**config.mk**
```make
export PLATFORM = sky130hd
export DESIGN_NAME = hmm_seq_loader
export DESIGN_NICKNAME = d
export VERILOG_FILES = /design/src/rtl/hmm_pkg.sv /design/src/rtl/hmm_seq_buf.sv /design/src/rtl/hmm_seq_loader.sv
export SDC_FILE = /design/constraint.sdc
export NUM_CORES = 1
export LEC_CHECK = 0
export BUFFER_PORTS_ARGS = -buffer_cell sky130_fd_sc_hd__buf_4
export CORE_MARGIN = 4
export CORE_UTILIZATION = 24
export CTS_CLUSTER_DIAMETER = 40
export DETAILED_ROUTE_END_ITERATION = 7
export GPL_ROUTABILITY_DRIVEN = 1
export PLACE_DENSITY_LB_ADDON = 0.12
export SKIP_LAST_GASP = 1
export SYNTH_ARGS = -nofsm -noshare
export SYNTH_HDL_FRONTEND = slang
export SYNTH_HIERARCHICAL = 1
export SYNTH_SLANG_ARGS = --single-unit
```
**constraint.sdc**
```tcl
create_clock -name sys_clk -period 2.5 [get_ports sys_clk]
set_input_delay 0.125 -clock sys_clk [delete_from_list [all_inputs] [get_ports sys_clk]]
set_output_delay 0.125 -clock sys_clk [all_outputs]
set_load 0.02 [all_outputs]
```
**src/rtl/hmm_pkg.sv**
```systemverilog
// Shared PairHMM definitions: loader FSM states and base encodings.
// Also imported by the PairHMM diagonal array.
package hmm_pkg;

  typedef enum logic [2:0] {
    S_LOAD_RD,
    S_LOAD_HAP,
    S_ISSUE,
    S_STREAM,
    S_FLUSH,
    S_DONE
  } hmm_state_e;

  localparam logic [2:0] BASE_A = 3'd0;
  localparam logic [2:0] BASE_C = 3'd1;
  localparam logic [2:0] BASE_G = 3'd2;
  localparam logic [2:0] BASE_T = 3'd3;
  localparam logic [2:0] BASE_N = 3'b100;

endpackage

```
**src/rtl/hmm_seq_buf.sv**
```systemverilog
// Depth x width register file. Writes append at the current count, and writes
// past DEPTH are dropped. All entries are visible on a flattened read port.
module hmm_seq_buf #(
  parameter int DEPTH = 16,
  parameter int W     = 11,
  parameter int CW    = $clog2(DEPTH+1)
) (
  input  logic               clk,
  input  logic               rst_n,
  input  logic               clr,
  input  logic               wr_en,
  input  logic [W-1:0]       wr_data,
  output logic [CW-1:0]      cnt,
  output logic [DEPTH*W-1:0] rd_flat
);

  localparam int AW = (DEPTH > 1) ? $clog2(DEPTH) : 1;

  logic [W-1:0]  r_mem [DEPTH];
  logic [CW-1:0] r_cnt;
  logic          w_wr;

  assign w_wr = wr_en && (r_cnt < CW'(DEPTH));
  assign cnt  = r_cnt;

  always_ff @(posedge clk) begin
    if (!rst_n || clr) r_cnt <= '0;
    else if (w_wr)     r_cnt <= r_cnt + CW'(1);
  end

  // Contents need no reset; the count defines which entries are live.
  always_ff @(posedge clk) begin
    if (w_wr) r_mem[r_cnt[AW-1:0]] <= wr_data;
  end

  for (genvar i = 0; i < DEPTH; i++) begin : g_rd
    assign rd_flat[i*W +: W] = r_mem[i];
  end

endmodule

```
**src/rtl/hmm_seq_loader.sv**
```systemverilog
// PairHMM feeder: buffers one read/haplotype pair, broadcasts the read to the PEs,
// then streams the haplotype and the flush bubbles. Optional macro: HMM_LOADER_LENCHK_EN.
module hmm_seq_loader
  import hmm_pkg::*;
#(
  parameter int NPE    = 16,
  parameter int HMAX   = 64,
  parameter int BASE_W = 3,
  parameter int QUAL_W = 8
) (
  input  logic                       sys_clk,
  input  logic                       sys_rst_n,
  input  logic                       in_valid,
  output logic                       in_ready,
  input  logic [BASE_W-1:0]          in_base,
  input  logic [QUAL_W-1:0]          in_qual,
  input  logic                       in_last,
  output logic                       pe_load,
  output logic [NPE*BASE_W-1:0]      pe_rd_base,
  output logic [NPE*QUAL_W-1:0]      pe_rd_qual,
  output logic [$clog2(NPE+1)-1:0]   pe_rd_len,
  output logic                       hap_valid,
  input  logic                       hap_ready,
  output logic [BASE_W-1:0]          hap_base,
  output logic                       hap_first,
  output logic                       hap_last,
  output logic                       pair_done,
  output logic                       err_len
);

  localparam int LW = $clog2(NPE+1);
  localparam int HW = $clog2(HMAX+1);
  localparam int RW = BASE_W + QUAL_W;
  localparam logic [BASE_W-1:0] PAD = BASE_W'(BASE_N);

  hmm_state_e r_state, w_state_nxt;

  logic                   w_acc, w_last_acc, w_drop, w_clr;
  logic                   w_idx_end, w_fl_end, w_no_flush;
  logic [LW-1:0]          w_rd_cnt;
  logic [HW-1:0]          w_hap_cnt;
  logic [NPE*RW-1:0]      w_rd_flat;
  logic [HMAX*BASE_W-1:0] w_hap_flat;
  logic [HW-1:0]          r_idx;
  logic [LW-1:0]          r_fl_cnt;
  logic [NPE*BASE_W-1:0]  r_pe_base, w_pe_base;
  logic [NPE*QUAL_W-1:0]  r_pe_qual, w_pe_qual;
  logic [LW-1:0]          r_pe_len;

  assign in_ready   = (r_state == S_LOAD_RD) || (r_state == S_LOAD_HAP);
  assign w_acc      = in_valid && in_ready;
  assign w_last_acc = w_acc && in_last;

  // A dropped pair clears its partial buffers on the same edge it leaves LOAD_HAP.
  assign w_clr = (r_state == S_DONE) ||
                 ((r_state == S_LOAD_HAP) && w_last_acc && w_drop);

  hmm_seq_buf #(.DEPTH(NPE), .W(RW)) u_rd_buf (
    .clk     (sys_clk),
    .rst_n   (sys_rst_n),
    .clr     (w_clr),
    .wr_en   (w_acc && (r_state == S_LOAD_RD)),
    .wr_data ({in_base, in_qual}),
    .cnt     (w_rd_cnt),
    .rd_flat (w_rd_flat)
  );

  hmm_seq_buf #(.DEPTH(HMAX), .W(BASE_W)) u_hap_buf (
    .clk     (sys_clk),
    .rst_n   (sys_rst_n),
    .clr     (w_clr),
    .wr_en   (w_acc && (r_state == S_LOAD_HAP)),
    .wr_data (in_base),
    .cnt     (w_hap_cnt),
    .rd_flat (w_hap_flat)
  );

`ifdef HMM_LOADER_LENCHK_EN
  // Every sequence carries at least its in_last symbol, so only overflow can occur here.
  logic r_drop, r_err, w_ovf;

  assign w_ovf = w_acc &&
                 (((r_state == S_LOAD_RD)  && (w_rd_cnt  == LW'(NPE))) ||
                  ((r_state == S_LOAD_HAP) && (w_hap_cnt == HW'(HMAX))));
  assign w_drop  = r_drop || w_ovf;
  assign err_len = r_err;

  always_ff @(posedge sys_clk) begin
    if (!sys_rst_n) begin
      r_drop <= 1'b0;
      r_err  <= 1'b0;
    end else begin
      if (w_ovf) r_err <= 1'b1;
      if ((r_state == S_LOAD_HAP) && w_last_acc) r_drop <= 1'b0;
      else if (w_ovf)                            r_drop <= 1'b1;
    end
  end
`else
  assign w_drop  = 1'b0;
  assign err_len = 1'b0;
`endif

  assign w_idx_end  = (r_idx == w_hap_cnt - HW'(1));
  assign w_fl_end   = (r_fl_cnt == r_pe_len - LW'(2));
  assign w_no_flush = (r_pe_len == LW'(1));

  always_comb begin
    w_state_nxt = r_state;
    pe_load     = 1'b0;
    pair_done   = 1'b0;
    hap_valid   = 1'b0;
    hap_base    = PAD;
    hap_first   = 1'b0;
    hap_last    = 1'b0;
    case (r_state)
      S_LOAD_RD:  if (w_last_acc) w_state_nxt = S_LOAD_HAP;
      S_LOAD_HAP: if (w_last_acc) w_state_nxt = w_drop ? S_LOAD_RD : S_ISSUE;
      S_ISSUE: begin
        pe_load     = 1'b1;
        w_state_nxt = S_STREAM;
      end
      S_STREAM: begin
        hap_valid = 1'b1;
        hap_base  = w_hap_flat[r_idx*BASE_W +: BASE_W];
        hap_first = (r_idx == '0);
        // With a single-base read there is no flush, so the last base ends the pair.
        hap_last  = w_idx_end && w_no_flush;
        if (hap_ready && w_idx_end) w_state_nxt = w_no_flush ? S_DONE : S_FLUSH;
      end
      S_FLUSH: begin
        hap_valid = 1'b1;
        hap_last  = w_fl_end;
        if (hap_ready && w_fl_end) w_state_nxt = S_DONE;
      end
      S_DONE: begin
        pair_done   = 1'b1;
        w_state_nxt = S_LOAD_RD;
      end
      default: w_state_nxt = S_LOAD_RD;
    endcase
  end

  always_ff @(posedge sys_clk) begin
    if (!sys_rst_n) r_state <= S_LOAD_RD;
    else            r_state <= w_state_nxt;
  end

  always_ff @(posedge sys_clk) begin
    if (!sys_rst_n || (r_state == S_DONE)) begin
      r_idx    <= '0;
      r_fl_cnt <= '0;
    end else begin
      if ((r_state == S_STREAM) && hap_ready) r_idx    <= r_idx + HW'(1);
      if ((r_state == S_FLUSH)  && hap_ready) r_fl_cnt <= r_fl_cnt + LW'(1);
    end
  end

  // Unused PE slots get N / quality 0 so they never score.
  always_comb begin
    w_pe_base = '0;
    w_pe_qual = '0;
    for (int i = 0; i < NPE; i++) begin
      if (i < int'(w_rd_cnt)) begin
        w_pe_base[i*BASE_W +: BASE_W] = w_rd_flat[i*RW + QUAL_W +: BASE_W];
        w_pe_qual[i*QUAL_W +: QUAL_W] = w_rd_flat[i*RW +: QUAL_W];
      end else begin
        w_pe_base[i*BASE_W +: BASE_W] = PAD;
      end
    end
  end

  // Captured on the edge entering ISSUE so the values are already valid during pe_load.
  always_ff @(posedge sys_clk) begin
    if (!sys_rst_n) begin
      r_pe_base <= {NPE{PAD}};
      r_pe_qual <= '0;
      r_pe_len  <= '0;
    end else if ((r_state == S_LOAD_HAP) && (w_state_nxt == S_ISSUE)) begin
      r_pe_base <= w_pe_base;
      r_pe_qual <= w_pe_qual;
      r_pe_len  <= w_rd_cnt;
    end
  end

  assign pe_rd_base = r_pe_base;
  assign pe_rd_qual = r_pe_qual;
  assign pe_rd_len  = r_pe_len;

endmodule
```
Word level (Yosys, flattened, before mapping)
Memories as Yosys holds them, arrays and structs flattened.
Cells that the tools add are included.
{"block": "classes", "order_cmp": 18, "mul": 1, "reduce_logical": 18, "eq_ne": 9, "addsub": 6, "n_mux": 48, "shift": 1}
{"op": "$shiftx A192 B10 Y3", "n": 1}
{"op": "$mux W8", "n": 16}
{"op": "$mux W3", "n": 21}
{"op": "$lt A4 B5 Y1 const A", "n": 8}
{"op": "$lt A3 B5 Y1 const A", "n": 4}
{"op": "$pmux W3 S5", "n": 1}
{"op": "$add A7 B1 Y7 const B", "n": 2}
{"op": "$logic_and A1 B1 Y1", "n": 12}
{"op": "$add A5 B1 Y5 const B", "n": 2}
{"op": "$lt A1 B5 Y1 const A", "n": 2}
{"op": "$lt A2 B5 Y1 const A", "n": 2}
{"op": "$eq A3 B2 Y1 const B", "n": 3}
{"op": "$mul A7 B2 Y9 const B", "n": 1}
{"op": "$mux W1", "n": 9}
{"op": "$eq A7 B7 Y1", "n": 1}
{"op": "$logic_not A7 Y1", "n": 1}
{"op": "$lt A7 B7 Y1 const B", "n": 1}
{"op": "$sub A7 B1 Y7 const B", "n": 1}
{"op": "$eq A3 B3 Y1 const B", "n": 2}
{"op": "$eq A5 B1 Y1 const B", "n": 1}
{"op": "$eq A5 B5 Y1", "n": 1}
{"op": "$lt A5 B5 Y1 const B", "n": 1}
{"op": "$sub A5 B2 Y5 const B", "n": 1}
{"op": "$eq A3 B1 Y1 const B", "n": 1}
{"op": "other kinds (5)", "n": 6}
{"block": "word_totals", "mem_count": 2, "wordCells": 111, "out_inout_bits": 191, "inputBits": 16, "mem_bits_rw": 368, "regBits": 208}
{"name": "u_hap_buf.r_mem", "words": 64, "width": 3, "read_ports": 64, "rd_clocked_by_memory_dff": 0, "write_ports": 1, "line": "hmm_seq_buf.sv:19", "text": "logic [W-1:0] r_mem [DEPTH];"}
{"name": "u_rd_buf.r_mem", "words": 16, "width": 11, "read_ports": 16, "rd_clocked_by_memory_dff": 0, "write_ports": 1, "line": "hmm_seq_buf.sv:19"}

Longest topological paths before layout
Gate-level depths: netlist (run 1).
{"block": "logic_depth", "word_depth": 8, "depth_mapped": 10, "ltp_nobuf": 8}

Modules after synthesis
Netlist (run 1), hierarchy kept.
{"module": "hmm_seq_loader", "seq_area_each_um2": 3923.8, "cells_per_inst": 1068, "area_per_inst_um2": 9268.9, "instances": 1}
{"module": "hmm_seq_buf at u_hap_buf", "seq_area_each_um2": 5905.7, "cells_per_inst": 326, "area_per_inst_um2": 6527.5, "instances": 1}
{"module": "hmm_seq_buf at u_rd_buf", "seq_area_each_um2": 5385.2, "cells_per_inst": 225, "area_per_inst_um2": 5681.7, "instances": 1}

Worst setup path after synthesis (run 1)
No wires, ideal clock.
{"block": "synth_path", "path_type": "register -> register", "start": "reg r_state[1]", "end": "mem u_rd_buf.r_mem[6][0], enable pin", "setup_slack_ps": 273, "path_stages_with_launch": 8, "synth_period_minus_slack_ps": 2227, "path_buffers": 1, "arrival_ps": 1878, "t_required_ps": 2151, "path_cell_list": "dfxtp_1 nor2_1 nand2_1 nor2_1 nand2b_1 clkbuf_2 nor3b_1 and2_1"}
{"block": "synth_via", "elab_chain_cells": 7, "elab_cells_between_ends": 8, "cone_classes": "eq/ne: 1; mux: 2; reduce/logical: 5"}
{"item": "from (decl)", "line": "hmm_seq_loader.sv:36", "text": "hmm_state_e r_state, w_state_nxt;"}
{"item": "from (signal assigned)", "line": "hmm_seq_loader.sv:145", "text": "else r_state <= w_state_nxt;"}
{"item": "$eq A3 B1 Y1 / $logic_not A3 Y1 (equally long branches)", "line": "hmm_seq_loader.sv:50", "text": "assign in_ready = (r_state == S_LOAD_RD) || (r_state == S_LOAD_HAP);"}
{"item": "$logic_or A1 B1 Y1 (*)", "line": "hmm_seq_loader.sv:50"}
{"item": "net in_ready", "line": "hmm_seq_loader.sv:14", "text": "output logic in_ready,"}
{"item": "$logic_and A1 B1 Y1 (*)", "line": "hmm_seq_loader.sv:51", "text": "assign w_acc = in_valid && in_ready;"}
{"item": "$logic_and A1 B1 Y1 (*)", "line": "hmm_seq_loader.sv:62", "text": ".wr_en (w_acc && (r_state == S_LOAD_RD)),"}
{"item": "$logic_and A1 B1 Y1 (*)", "line": "hmm_seq_buf.sv:23", "text": "assign w_wr = wr_en && (r_cnt < CW'(DEPTH));"}
{"item": "$mux W1 (*)", "line": "hmm_seq_buf.sv:33", "text": "if (w_wr) r_mem[r_cnt[AW-1:0]] <= wr_data;"}
{"item": "$mux W1 (implied by the code) (*)", "line": "hmm_seq_buf.sv:33"}
{"item": "to (decl)", "line": "hmm_seq_buf.sv:19"}
Mark *: on every way through the listed nets, which the timed path passes. The rest lies on a longest branch.

Worst setup path after layout (run 1)
{"block": "layout_path", "start": "reg r_idx[0]", "end": "out hap_base[1]"}
{"block": "layout_via", "elab_chain_cells": 3}
{"item": "from (decl)", "line": "hmm_seq_loader.sv:44", "text": "logic [HW-1:0] r_idx;"}
{"item": "from (signal assigned)", "line": "hmm_seq_loader.sv:153", "text": "if ((r_state == S_STREAM) && hap_ready) r_idx <= r_idx + HW'(1);"}
{"item": "$mul A7 B2 Y9", "line": "hmm_seq_loader.sv:124", "text": "hap_base = w_hap_flat[r_idx*BASE_W +: BASE_W];"}
{"item": "$shiftx A192 B10 Y3", "line": "hmm_seq_loader.sv:124"}
{"item": "$mux W3", "line": "hmm_seq_loader.sv:115", "text": "case (r_state)"}
{"item": "to (decl)", "line": "hmm_seq_loader.sv:24", "text": "output logic [BASE_W-1:0] hap_base,"}
Every way passes these cells.

==> results of run 1 <==
[cell usage in the layout, fill, tap and decap left out, types with 5 or more instances in the layout]
master,instances
sky130_fd_sc_hd__mux4_2,36
sky130_fd_sc_hd__or3_1,6
sky130_fd_sc_hd__nand3_1,138
sky130_fd_sc_hd__mux2i_1,22
sky130_fd_sc_hd__inv_1,11
sky130_fd_sc_hd__o21ai_0,8
sky130_fd_sc_hd__clkbuf_8,9
sky130_fd_sc_hd__o21ai_1,13
sky130_fd_sc_hd__dlygate4sd3_1,14
sky130_fd_sc_hd__dfxtp_2,8
sky130_fd_sc_hd__nor3_1,8
sky130_fd_sc_hd__xor2_1,18
sky130_fd_sc_hd__buf_6,6
sky130_fd_sc_hd__a22oi_1,46
sky130_fd_sc_hd__inv_6,10
sky130_fd_sc_hd__ha_1,10
sky130_fd_sc_hd__nand2b_1,10
sky130_fd_sc_hd__buf_4,286
sky130_fd_sc_hd__nor3b_1,10
sky130_fd_sc_hd__nor2_1,152
sky130_fd_sc_hd__clkinv_16,5
sky130_fd_sc_hd__a21oi_1,134
sky130_fd_sc_hd__bufinv_16,8
sky130_fd_sc_hd__nand4_1,8
sky130_fd_sc_hd__edfxtp_1,368
sky130_fd_sc_hd__dfxtp_1,197
sky130_fd_sc_hd__mux4_1,7
sky130_fd_sc_hd__and2_1,19
sky130_fd_sc_hd__nand2_1,170
sky130_fd_sc_hd__mux2i_2,5
sky130_fd_sc_hd__nor2b_1,10
sky130_fd_sc_hd__clkinv_4,15
sky130_fd_sc_hd__xnor2_1,12
sky130_fd_sc_hd__buf_12,12
sky130_fd_sc_hd__clkbuf_16,113
sky130_fd_sc_hd__clkbuf_1,15
sky130_fd_sc_hd__nand3b_1,8
sky130_fd_sc_hd__clkinv_2,15
[area by class of cell]
cell class	count	share of cell area (%)
Sequential cell	576	52.5
Clock buffer	135	10.2
Inverter	17	0.246
Clock inverter	62	2.57
Timing Repair Buffer	322	9.26
Multi-Input combinational cell	917	20.2
Tap cell	1165	5.02
[cells in the mapped netlist, drive strengths merged (3+ instances only)]
master / instances
ha: 11
or3: 6
nand3b: 9
mux4: 43
xnor2: 12
a211oi: 3
xor2: 18
nor3b: 12
nand3: 138
o211ai: 3
buf: 40
edfxtp: 368
inv: 17
o311ai: 3
or2: 3
nand2b: 11
nor3: 12
o22ai: 4
nor2b: 11
nand2: 174
nor2: 152
or3b: 3
a22oi: 50
nand4: 8
and3: 3
clkbuf: 69
dfxtp: 208
and2: 20
mux2i: 27
a21oi: 137
a31oi: 5
o21ai: 21
[worst max-delay path: stages (launching register included)]
cell                       delay (ns)
sky130_fd_sc_hd__dfxtp_4         0.40
sky130_fd_sc_hd__buf_6           0.15
sky130_fd_sc_hd__buf_12          0.13
sky130_fd_sc_hd__mux4_2          0.51
sky130_fd_sc_hd__mux4_2          0.51
sky130_fd_sc_hd__inv_4           0.10
sky130_fd_sc_hd__o311ai_4        0.10
sky130_fd_sc_hd__buf_6           0.16
[timing repair]
action / in CTS / in global routing
resized for setup: 29 / 34
setup buffers: 4 / 6
hold buffers: 14 / 0
cloned: 1 / 2
pin swaps: 6 / 11
setup endpoints to repair: 5 / 99
hold endpoints to repair: 203 / 0
[state kept, by name, indices dropped and copies added, names as in the netlist]
name and flops:
pe_rd_base 48, pe_rd_len 5, pe_rd_qual 128, r_fl_cnt 5, r_idx 7, r_state 3, u_hap_buf/cnt 7, u_hap_buf/r_mem 192
u_rd_buf/cnt 5, u_rd_buf/r_mem 176
[power breakdown]
part	switching [mW]	total, mW	internal, mW
sequential	0.0334	10.2	10.2
clock	5.15	14.4	9.29
combinational	0.458	0.618	0.160
total	5.64	25.3	19.6
[logic make-up (layout without fill, tap and decap cells)]
logic type	after synthesis	after routing	share of synthesized area [%]
other cells	1	1	0.0175
xor+xnor	30	30	1.22
flops	576	576	70.8
mux	70	70	5.89
simple gates	568	568	12.2
fa+ha+maj	11	11	0.641
compound gates	237	237	6.48
buf+inv	126	536	2.76
[per-layer routing]
metal | vias to the layer above | part of all wire [%] | GRT usage [%] | wire, um
met5 | - | 0 | 0 | 0
met4 | 0 | 2.7 | 4.81 | 1850
met3 | 117 | 6.0 | 4.06 | 4200
met2 | 373 | 49 | 24.4 | 34000
met1 | 7085 | 42 | 17.8 | 29500
li1 | 6601 | - | - | -
[worst max-delay path by stage]
stage	startpoint	endpoint	slack, ns	cells past startpoint
floorplan	r_state[1]	u_rd_buf/r_mem[6][0]	0.27	7
global placement	r_state[1]	u_rd_buf/r_mem[8][5]	0.06	7
detailed placement	r_state[1]	u_rd_buf/r_mem[8][5]	0.06	7
CTS	r_idx[0]	hap_base[0]	-0.40	6
global route	r_idx[0]	hap_base[0]	-0.43	7
finish	r_idx[0]	hap_base[1]	-0.33	7
==> run summary, run 1 <==
The flow ran to the end, but the final reports show violations. The final reports fail on negative setup slack. The maximum count of clock buffers along a single path was 3.

CTS built an H-tree with a depth of 3. The distinct cell type count after synthesis was 58. The repair_antennas step left the layout with diodes totalling 0. The startpoint identified for the worst hold timing path is in_base[2].

In this run, the number of DRC markers left after iteration 0 of detailed routing was 821. Summing over every cut layer, the via total after detailed routing is 14200. The path with the worst hold slack has its endpoint at u_hap_buf/r_mem[25][2]. Once layout is done, the placed cells without fillers occupy 29000 um^2. The total overflow left after global routing is 0.

The clock sink count was 576. The biggest area contributor in the post-synthesis netlist is sky130_fd_sc_hd__edfxtp_1. The maximum number of pins on one net before global-route repair is 105, and the number of standard cells after synthesis is 1619. The overall track demand over capacity in global routing came out at 14.4%. Setup repair after global routing could not meet its margin everywhere. The power density over cell area was 871 nW/um^2; the post-DP HPWL was 45.3 mm. For the cell count after placement, the log shows 2970. In the post-synthesis netlist, the biggest area contributors are sky130_fd_sc_hd__edfxtp_1 (51%), sky130_fd_sc_hd__dfxtp_1 (19%), sky130_fd_sc_hd__mux4_2 (3.8%). The floorplan step defined a die boundary enclosing 94300 um^2. During placement, the flow inserted port buffers numbering 205. STA classifies the critical path startpoint as a flip-flop.

Yosys mapped a number of flops with a built-in enable equal to 368. For the effective utilization at floorplan, the log shows 24.2%. The area growth from synthesis to layout is 35.1%. The largest fanout on the critical path works out to 5.

Y dimension of the die: 307 um. The final number of hold-violating endpoints is 0, and the worst endpoint data arrival time is 2.70 ns. At the worst endpoint, the required time is 2.38 ns. The analysis attributes to cell leakage a power of 10.1 nW. The number of max-slew violations in the final report is 0. Measured in cells, the most critical reg-to-reg path has a length of 6.

The min-delay analysis places its worst path in the category primary input to flip-flop. The run gives -0.326 ns as the final critical-path setup slack. The worst register-to-register path ends at u_rd_buf/r_mem[4][6]. The congestion estimate from routability-driven global placement came to 0.793. Origin of the critical flop-to-flop path: r_state[2]. The number of cells on the worst hold path came out at 1. The type of element capturing the critical path was a primary output. For the worst slack at placement, the log shows 0.0567 ns.

The first-pass GRT wire length was 101 mm; the post-route DRC violation count was 0. Pin placement for this block handled 207 I/O pins. The multi-input gate area in the final layout was 5870 um^2. Across all register-to-register paths, the minimum setup slack is 0.20 ns. The logs give 0 for the number of max-capacitance violations reported and 69.5 mm for the total wire length. VDD sags by at most 0.552 mV. The core outline area is 88600 um^2.

The critical setup path kind was flip-flop to primary output. Summing all flip-flop and latch instances after layout gives 15200 um^2. The mean area per synthesized cell came out at 13.3 um^2. The smallest clock period supported by the final layout is computed as 2.83 ns. Register bit total from synthesis: 576.

The finished layout holds 3194 standard cells, fillers aside. The clock skew came out at 0.0560 ns. The initial antenna violation count is 0, and the number of buffers created by CTS is 105. The post-synth net total was 1646. The share of synthesized area in the top cell type comes to 51.5%. The total setup violations reported at the end of the flow is 3. The mapped netlist covers 21500 um^2. The tools report the worst hold slack as 0.140 ns.

The ratio of routed vias to standard cells is 4.44, and the clock latency of the later-clocked register in the worst-skew pair is 0.69 ns. The utilization after layout came out at 32.7%. Yosys printed 6 warnings.

Counting flops with an async set or reset pin after synthesis yields a share of 0%. The run gives 1966 as the number of nets in the final layout. The first detailed-routing pass ran for 4 iterations. The final clock period utilization by the worst path is 113%, and the slew at the pin closest to its max-slew limit is 0.970 ns.

Root buffer cell: sky130_fd_sc_hd__clkbuf_16. In the synthesized netlist the dominant register cell turns out to be sky130_fd_sc_hd__edfxtp_1. The accumulated negative setup slack was -0.954 ns; the area of placed instances was 24800 um^2. The floorplan step set the die width to 307 um.

The register area share after synthesis was 70.8%. TritonCTS built the clock tree. In this run the tightest slew margin relative to its limit is 35.3%.

The number of global-route vias before repair came out at 14900. Clock-pin slew was measured on the worst setup and hold paths at 0.05 ns. The filler cell count in the final layout came out at 8852. The initialized floorplan defines 109 standard-cell rows. The count of nets left with antenna violations once routing finished came out at 0. The total power of the final layout was 25.3 mW; the share of final-layout standard cells stronger than drive strength 1 was 28.5%.

Dividing the detail-routed wire length by the instance count gives 21.8 um. For this run, the top clock speed supported by timing is 354 MHz.
(Power assumes the default switching activity.)
==> inputs of run 2 (changes only) <==
ABC_AREA = 1   (was unset)
==> run summary, run 2 <==
The tools report the utilization after layout as 32.3% (-0.41 points). Length of routed met3 wiring: 3.74 mm (-11%). The count of input and output buffers was 205 (unchanged).

The run gives 97200 um^2 (+3.1%) as the total die area. The worst setup path is launched from a flip-flop. The final number of hold-violating endpoints was 0 (unchanged). The final critical-path setup slack came out at -0.151 ns (+0.176 ns). Number of enable flip-flop cells after synthesis: 368 (unchanged). The run gives 0.0323 ns (-0.108 ns) as the worst hold slack.

The tools report the internal cell power as 20.2 mW (+3.0%). The share of total power in the clock network is 57.4% (+0.3 points), and the average wire length per cell after detail routing is 20.2 um (-7.3%). The number of max-slew violations in the final report was 0 (unchanged).

The logs give 39.5% (-0.9 points) for the relative contribution of sequential cells to total power and 68.7% (-2.2 points) for the register area share after synthesis. The core outline area came out at 91700 um^2 (+3.4%). The die span in x was 312 um (+1.5%).

The depth of the CTS H-tree is 3 (unchanged), and the slew at the pin closest to its max-slew limit is 1.09 ns (+0.121 ns). The met2 wire length was 35.8 mm (+5.4%); the post-synth net total was 2134 (+30%). The total I/O pin count came out at 207 (unchanged). The type of element capturing the critical path was a primary output. The largest fanout on the critical path works out to 14 (+9). The initial antenna violation count is 2 (+2). DRC marker count from the first detailed-route iteration: 976 (+19%). The maximum achievable frequency is 377 MHz (+6.6%), and the wire length on met1 is 33.4 mm (+13%).

The total number of placement rows is 111 (+1.8%), and the clock transition at the registers of the reported paths is 0.05 ns (about the same). The run gives 2446 (+24%) as the number of nets in the final layout. The run gives 0.750 (-5.4%) as the weighted congestion at the end of routability-driven global placement. The total of warnings raised by yosys was 6 (unchanged); the switching power as a share of total power was 21.9% (-0.40 points).

The maximum number of pins on one net before global-route repair is 85 (-19%). In the layout the commonest cells are sky130_fd_sc_hd__nand2_1 (456), sky130_fd_sc_hd__edfxtp_1 (368), sky130_fd_sc_hd__buf_4 (286). The highest metal layer carrying signal wires in the routed design is met4. The share of the synthesized area in the top cell type is 49.9% (-1.6 points). The first-pass GRT wire length came out at 110 mm (+8.8%).

The leftover overflow at the end of global routing came out at 0 (unchanged). Setup repair after global routing could not meet its margin everywhere. The tools report the distinct cell type count after synthesis as 36 (-38%). The y dimension of the die is 312 um (+1.5%). The overall track demand over capacity in global routing is 15.0% (+0.53 points). By count the netlist is led by sky130_fd_sc_hd__nand2_1 (461), sky130_fd_sc_hd__edfxtp_1 (368), sky130_fd_sc_hd__nor2_1 (254), sky130_fd_sc_hd__dfxtp_1 (208), sky130_fd_sc_hd__a21oi_1 (203). The worst relative slew slack was 26.5% (-8.9 points); the worst slack at placement was 0.306 ns (+0.250 ns). The peak supply drop was 0.536 mV (-2.9%). The minimum clock period came out at 2.65 ns (-0.176 ns). The mean area per synthesized cell was 10.5 um^2 (-21%). The tools report the number of buffers created by CTS as 102 (-2.9%). For the post-DP HPWL, the log shows 47.1 mm (+4.1%).

The total power of the final layout was 25.9 mW (+2.5%); the worst endpoint data arrival time was 2.53 ns (-0.17 ns). The cell sitting at the root of the clock tree is a sky130_fd_sc_hd__clkbuf_16. For the total wire length, the log shows 74.5 mm (+7.2%).

The clock skew is 0.0496 ns (-0.00640 ns). The biggest area contributor in the post-synthesis netlist is sky130_fd_sc_hd__edfxtp_1. Yosys instantiated no cell more often than sky130_fd_sc_hd__nand2_1. Ratio of routed vias to standard cells: 4.41 (-0.64%). For the post-route DRC violation count, the log shows 0 (unchanged). The tools report the clock latency of the later-clocked register in the worst-skew pair as 0.66 ns (-0.03 ns). Among all flip-flop cells after synthesis, the most frequent one is sky130_fd_sc_hd__edfxtp_1. The critical path in this run is classified as flip-flop to primary output.

The tools report the switching power of the nets as 5.67 mW (+0.64%). The async set-or-reset flop fraction in the synthesized netlist was 0% (unchanged). The worst path required time was 2.38 ns (about the same). The flow ran to the end, but the final reports show violations. For the clock sink count, the log shows 576 (unchanged).

The final reports fail on negative setup slack. TritonCTS built the clock tree. The flip-flop count of the largest register, all copies and words added works out to 192 (unchanged). The power density over cell area works out to 874 nW/um^2 (+0.37%). The effective utilization at floorplan is 24.2% (-0.060 points), and the share of final-layout standard cells stronger than drive strength 1 is 21.0% (-7.4 points). The number of routed nets with antenna violations was 0 (unchanged); the final clock period utilization by the worst path was 106% (-7.0 points). The number of standard cells after synthesis is 2107 (+30%), and the number of global-route vias before repair is 17000 (+14%). The netlist area before placement is 22200 um^2 (+3.1%). The register bit total from synthesis came out at 576 (unchanged).

By area the synthesized netlist is led by sky130_fd_sc_hd__edfxtp_1 (50%), sky130_fd_sc_hd__dfxtp_1 (19%), sky130_fd_sc_hd__nand2_1 (7.8%). The total setup violations reported at the end of the flow is 3 (unchanged). The combinational fraction of design power is 3.1% (+0.7 points). The signed area change from the synthesized netlist to the final layout came out at 33.8%. The number of max-capacitance violations reported was 0 (unchanged); the number of vias in the routed layout was 16300 (+15%). The tools report the maximum count of clock buffers along a single path as 3 (unchanged). The path type of the worst min-delay path is primary input to flip-flop.

The library cell used most frequently in the layout, excluding fill and tap cells, is sky130_fd_sc_hd__nand2_1. The leakage dissipation is 10.9 nW (+8.7%), and the first-pass iteration count of the detailed router is 5 (+1).
[run 2: cell types whose count changed after synthesis, moves of 30 or more]
cell / before / now
sky130_fd_sc_hd__a22oi_1: 50 / 0
sky130_fd_sc_hd__o21ai_0: 8 / 97
sky130_fd_sc_hd__nand2_1: 174 / 461
sky130_fd_sc_hd__mux4_2: 36 / 0
sky130_fd_sc_hd__a21oi_1: 137 / 203
sky130_fd_sc_hd__nor2_1: 152 / 254
sky130_fd_sc_hd__nand3_1: 138 / 168
sky130_fd_sc_hd__inv_1: 16 / 113
[run 2: final cells by class]
type	instances	area (um^2)
Antenna cell	1	2.50
Clock buffer	122	2790
Clock inverter	72	947
Fill cell	9362	62000
Inverter	123	480
Multi-Input combinational cell	1297	5960
Sequential cell	576	15200
Tap cell	1186	1480
Timing Repair Buffer	319	2740
[run 2: final timing paths]
path | slack, ns | to | cells after the start | startpoint
min | 0.03 | u_hap_buf/r_mem[40][2] | 1 | in_base[2]
min reg2reg | 0.46 | pe_rd_base[47] | 2 | u_rd_buf/r_mem[15][10]
max reg2reg | 0.32 | u_hap_buf/r_mem[54][1] | 7 | r_state[2]
max | -0.15 | hap_base[2] | 14 | r_idx[0]
[run 2: through the flow]
step | setup TNS [ns] | instances | instance area, um^2
final | -0.407 | 3696 | 29600
after global routing | -0.959 | 3695 | 29600
after CTS | -0.602 | 3684 | 29500
after detailed placement | 0 | 3468 | 25300
after global placement | 0 | 3468 | 25300
after floorplan | 0 | 2107 | 22200
[run 2: metal layers]
metal | up-vias | global-route usage, %
met5 | - | 0
met1 | 8018 | 19.8
met2 | 356 | 24.8
met4 | 0 | 4.16
met3 | 97 | 3.19
li1 | 7828 | -
[run 2: logic make-up (layout without fill, tap and decap cells)]
family	after synthesis	in the layout	synth area share (%)
compound gates	325	325	7.39
xor+xnor	16	16	0.633
fa+ha+maj	11	11	0.621
buf+inv	234	636	4.81
flops	576	576	68.7
other cells	1	2	0.0169
simple gates	944	944	17.8
[run 2: repair_timing]
| item | in CTS | in global routing |
|---|---|---|
| endpoints found under the hold margin | 154 | 0 |
| setup endpoints to repair | 4 | 4 |
| resized for setup | 44 | 11 |
| gates cloned | 6 | 1 |
| hold buffers | 13 | 0 |
| setup buffers | 3 | 10 |
| pin swaps | 10 | 7 |
[run 2: critical path, cell delays in order (launching register included)]
cell	delay [ns]
sky130_fd_sc_hd__dfxtp_4	0.39
sky130_fd_sc_hd__inv_8	0.14
sky130_fd_sc_hd__buf_16	0.18
sky130_fd_sc_hd__nand2_1	0.06
sky130_fd_sc_hd__nand3_1	0.07
sky130_fd_sc_hd__nand2_1	0.06
sky130_fd_sc_hd__nand2_1	0.13
sky130_fd_sc_hd__nand2_1	0.08
sky130_fd_sc_hd__nor2_1	0.10
sky130_fd_sc_hd__nor2_1	0.05
sky130_fd_sc_hd__nor2_2	0.21
sky130_fd_sc_hd__nand2_1	0.11
sky130_fd_sc_hd__nand2_1	0.07
sky130_fd_sc_hd__nand2_1	0.04
sky130_fd_sc_hd__buf_4	0.16
[run 2: power by group through the flow]
stage	registers, mW	logic [mW]	clock network, mW
after floorplan	10.4	0.343	0
after global placement	10.4	0.774	0
after detailed placement	10.4	0.771	0
after CTS	10.2	0.806	15.2
after global routing	10.2	0.876	15.6
final	10.2	0.793	14.9
==> inputs of run 3 (changes only) <==
CORE_MARGIN = 2   (was 4)
SETUP_SLACK_MARGIN = 0.1   (was unset)
==> run summary, run 3 (synthesis gave the netlist of run 2 again) <==
The endpoint of the worst register-to-register path is u_rd_buf/r_mem[12][5]. The logs give 94800 um^2 (-2.5%) for the total die area and 16500 (+1.3%) for the number of vias in the routed layout. The post-DP HPWL was 47.8 mm (+1.4%). The checks that failed: negative setup slack. The largest fanout on the critical path is 7 (-7). The depth of the CTS H-tree is 3 (unchanged), and the worst relative slew slack is 31.7% (+5.2 points). The minimum clock period works out to 2.60 ns (-0.0509 ns). The first-pass GRT wire length is 110 mm (-0.11%). The logs give -0.0997 ns (+0.0509 ns) for the final critical-path setup slack and 3461 (-0.20%) for the cell count after placement.

For the overall track demand over capacity in global routing, the log shows 15.6% (+0.67 points). The worst register-to-register path begins at r_state[1]. The worst setup path is of the flip-flop to primary output kind. The y dimension of the die is 308 um (-1.3%), and the area of placed instances is 25400 um^2 (about the same).

The final clock period utilization by the worst path was 104% (-2.0 points). The path with the worst hold slack has its endpoint at u_rd_buf/r_mem[12][10]. Core outline area: 91500 um^2 (-0.15%). The logs give 77 (-9.4%) for the maximum number of pins on one net before global-route repair and 0.67 ns (about the same) for the clock latency of the later-clocked register in the worst-skew pair. The number of max-capacitance violations reported is 0 (unchanged), and the worst endpoint data arrival time is 2.47 ns (-0.06 ns).

The worst setup path is launched from a flip-flop. The count of input and output buffers was 205 (unchanged). The logs give 0.0471 ns (-0.00247 ns) for the clock skew and 76.6 mm (+2.8%) for the total wire length. For the total I/O pin count, the log shows 207 (unchanged). The DRC marker count from the first detailed-route iteration came out at 1033 (+5.8%).

Among all stages on the critical path, the largest delay is contributed by sky130_fd_sc_hd__dfxtp_4. The slew at the pin closest to its max-slew limit came out at 1.01 ns (-0.0779 ns). The worst path required time was 2.38 ns (about the same).

Setup repair after global routing could not meet its margin everywhere. Share of final-layout standard cells stronger than drive strength 1: 22.0% (+0.95 points). The tools report the final number of hold-violating endpoints as 0 (unchanged).

Leaving out fill and tap cells, the most frequent cells in the layout are sky130_fd_sc_hd__nand2_1 (454), sky130_fd_sc_hd__edfxtp_1 (368), sky130_fd_sc_hd__buf_4 (271). The startpoint of the most critical setup path is r_idx[0]. The number of routed nets with antenna violations is 0 (unchanged), and the leftover overflow at the end of global routing is 0 (unchanged). The weighted congestion at the end of routability-driven global placement is 0.787 (+5.0%). The internal reg-to-reg setup slack came out at 0.21 ns (-0.11 ns).

First-pass iteration count of the detailed router: 6 (+1). The final instance count without filler cells was 3705 (+0.24%); the number of global-route vias before repair was 16700 (-1.6%). The signal on the critical path passes through buf_12, clkbuf_16, nor2_2, nor2_2, o21ai_4, nand2_2, nand2_1, nand2_1, o21ai_1, nand2_1, nor2_1, nor2_1, buf_4.

Signed area change from the synthesized netlist to the final layout: 35.2%. The number of cells on the worst hold path came out at 1 (unchanged). The initial antenna violation count is 2 (unchanged). The maximum count of clock buffers along a single path is 3 (unchanged). The flow ran to the end, but the final reports show violations. The clock transition at the registers of the reported paths was 0.06 ns (about the same). The power density over cell area was 867 nW/um^2 (-0.79%). The die span in x came out at 308 um (-1.3%). The number of buffers created by CTS was 107 (+4.9%); the total number of placement rows was 111 (unchanged). The path type of the worst min-delay path was primary input to flip-flop. TritonCTS built the clock tree. The post-route DRC violation count is 0 (unchanged).

The clock sink count is 576 (unchanged). The tools report the root buffer cell as sky130_fd_sc_hd__clkbuf_16. The logs give 11.0 nW (+0.84%) for the leakage dissipation and 2452 (+0.25%) for the number of nets in the final layout. The flip-flop count of the largest register, all copies and words added works out to 192 (unchanged). The run gives 0.502 mV (-6.4%) as the peak supply drop. The tools report the number of max-slew violations in the final report as 0 (unchanged).

The worst hold slack is 0.0153 ns (-0.0170 ns). The origin of the worst min-delay path was in_base[2]. The final design area excluding fillers is 30000 um^2 (+1.1%). The average wire length per cell after detail routing was 20.7 um (+2.6%).

Delay of the slowest cell on the worst path: 0.49 ns (+0.10 ns). The total setup violations reported at the end of the flow was 3 (unchanged). The effective utilization at floorplan is 24.2% (+0.037 points). The ratio of routed vias to standard cells works out to 4.46 (+1.1%).

The count of inserted antenna diode cells is 0 (-1), and the maximum achievable frequency is 385 MHz (+2.0%). The type of element capturing the critical path was a primary output. The total power of the final layout was 26.0 mW (+0.31%); the cell depth of the worst flop-to-flop path was 8 (+1). Leaving out fill and tap cells, the most frequent cell in the layout is sky130_fd_sc_hd__nand2_1. Cell repeated most along the worst path: sky130_fd_sc_hd__nand2_1.
run 3: cell count changes in the layout (fill, tap and decap cells not counted), moves of 4 or more:
cell and delta:
sky130_fd_sc_hd__clkinvlp_4 +10, sky130_fd_sc_hd__o21ai_1 +24, sky130_fd_sc_hd__nor2_2 +7, sky130_fd_sc_hd__clkinv_2 +5, sky130_fd_sc_hd__clkbuf_16 +6, sky130_fd_sc_hd__clkinv_1 -4
sky130_fd_sc_hd__buf_12 +4, sky130_fd_sc_hd__buf_6 +4, sky130_fd_sc_hd__nor2_1 -5, sky130_fd_sc_hd__buf_4 -15, sky130_fd_sc_hd__o21ai_0 -27
run 3: metal layers:
metal,vias up,part of all wire [%],GRT usage [%]
li1,7841,-,-
met1,8100,43,19.5
met2,439,50,26.9
met3,139,5.1,3.25
met4,0,2.8,4.83
met5,-,0,0
run 3: area by class of cell:
type / count / area, um^2
well taps: 1186 / 1480
fillers: 9298 / 61600
multi-input cells: 1297 / 6020
flip-flops and latches: 576 / 15200
inverters: 123 / 482
repair buffers: 320 / 2950
clock inverters: 78 / 988
clock buffers: 125 / 2810
run 3: worst max-delay path by stage:
stage | endpoint | slack, ns | cells after the start
6_report | hap_base[0] | -0.1 | 13
5_1_grt | hap_base[2] | -0.24 | 14
4_1_cts | hap_base[1] | -0.09 | 13
3_5_place_dp | u_rd_buf/r_mem[12][3] | 0.20 | 8
3_3_place_gp | u_rd_buf/r_mem[12][3] | 0.14 | 8
2_1_floorplan | u_rd_buf/r_mem[12][0] | 0.37 | 7
run 3: where the power goes:
group	switching, mW	internal [mW]
registers	0.0463	10.2
logic	0.588	0.223
clock network	5.23	9.70
run 3: timing repair:
item / in CTS / in global routing
gates resized for setup: 73 / 29
hold endpoints to repair: 170 / 0
setup buffers: 14 / 0
hold buffers: 13 / 0
pin swaps: 19 / 12
gates cloned: 6 / 8
setup endpoints to repair: 4 / 5
run 3: critical path: cells and delay by family, from the launching register on:
family | cells | cell delay (ns)
flip-flops | 1 | 0.49
AO/OA/AOI/OAI | 2 | 0.14
buffers and inverters | 3 | 0.50
AND/OR/NAND/NOR | 8 | 0.69
run 3: per-stage QoR:
stage | setup WS, ns | util, % | setup TNS, ns
floorplan | 0.373 | - | 0
global placement | 0.142 | 27.7 | 0
detailed placement | 0.195 | 27.7 | 0
CTS | -0.0906 | 32.5 | -0.249
global route | -0.243 | 32.7 | -0.816
finish | -0.0997 | 32.7 | -0.282
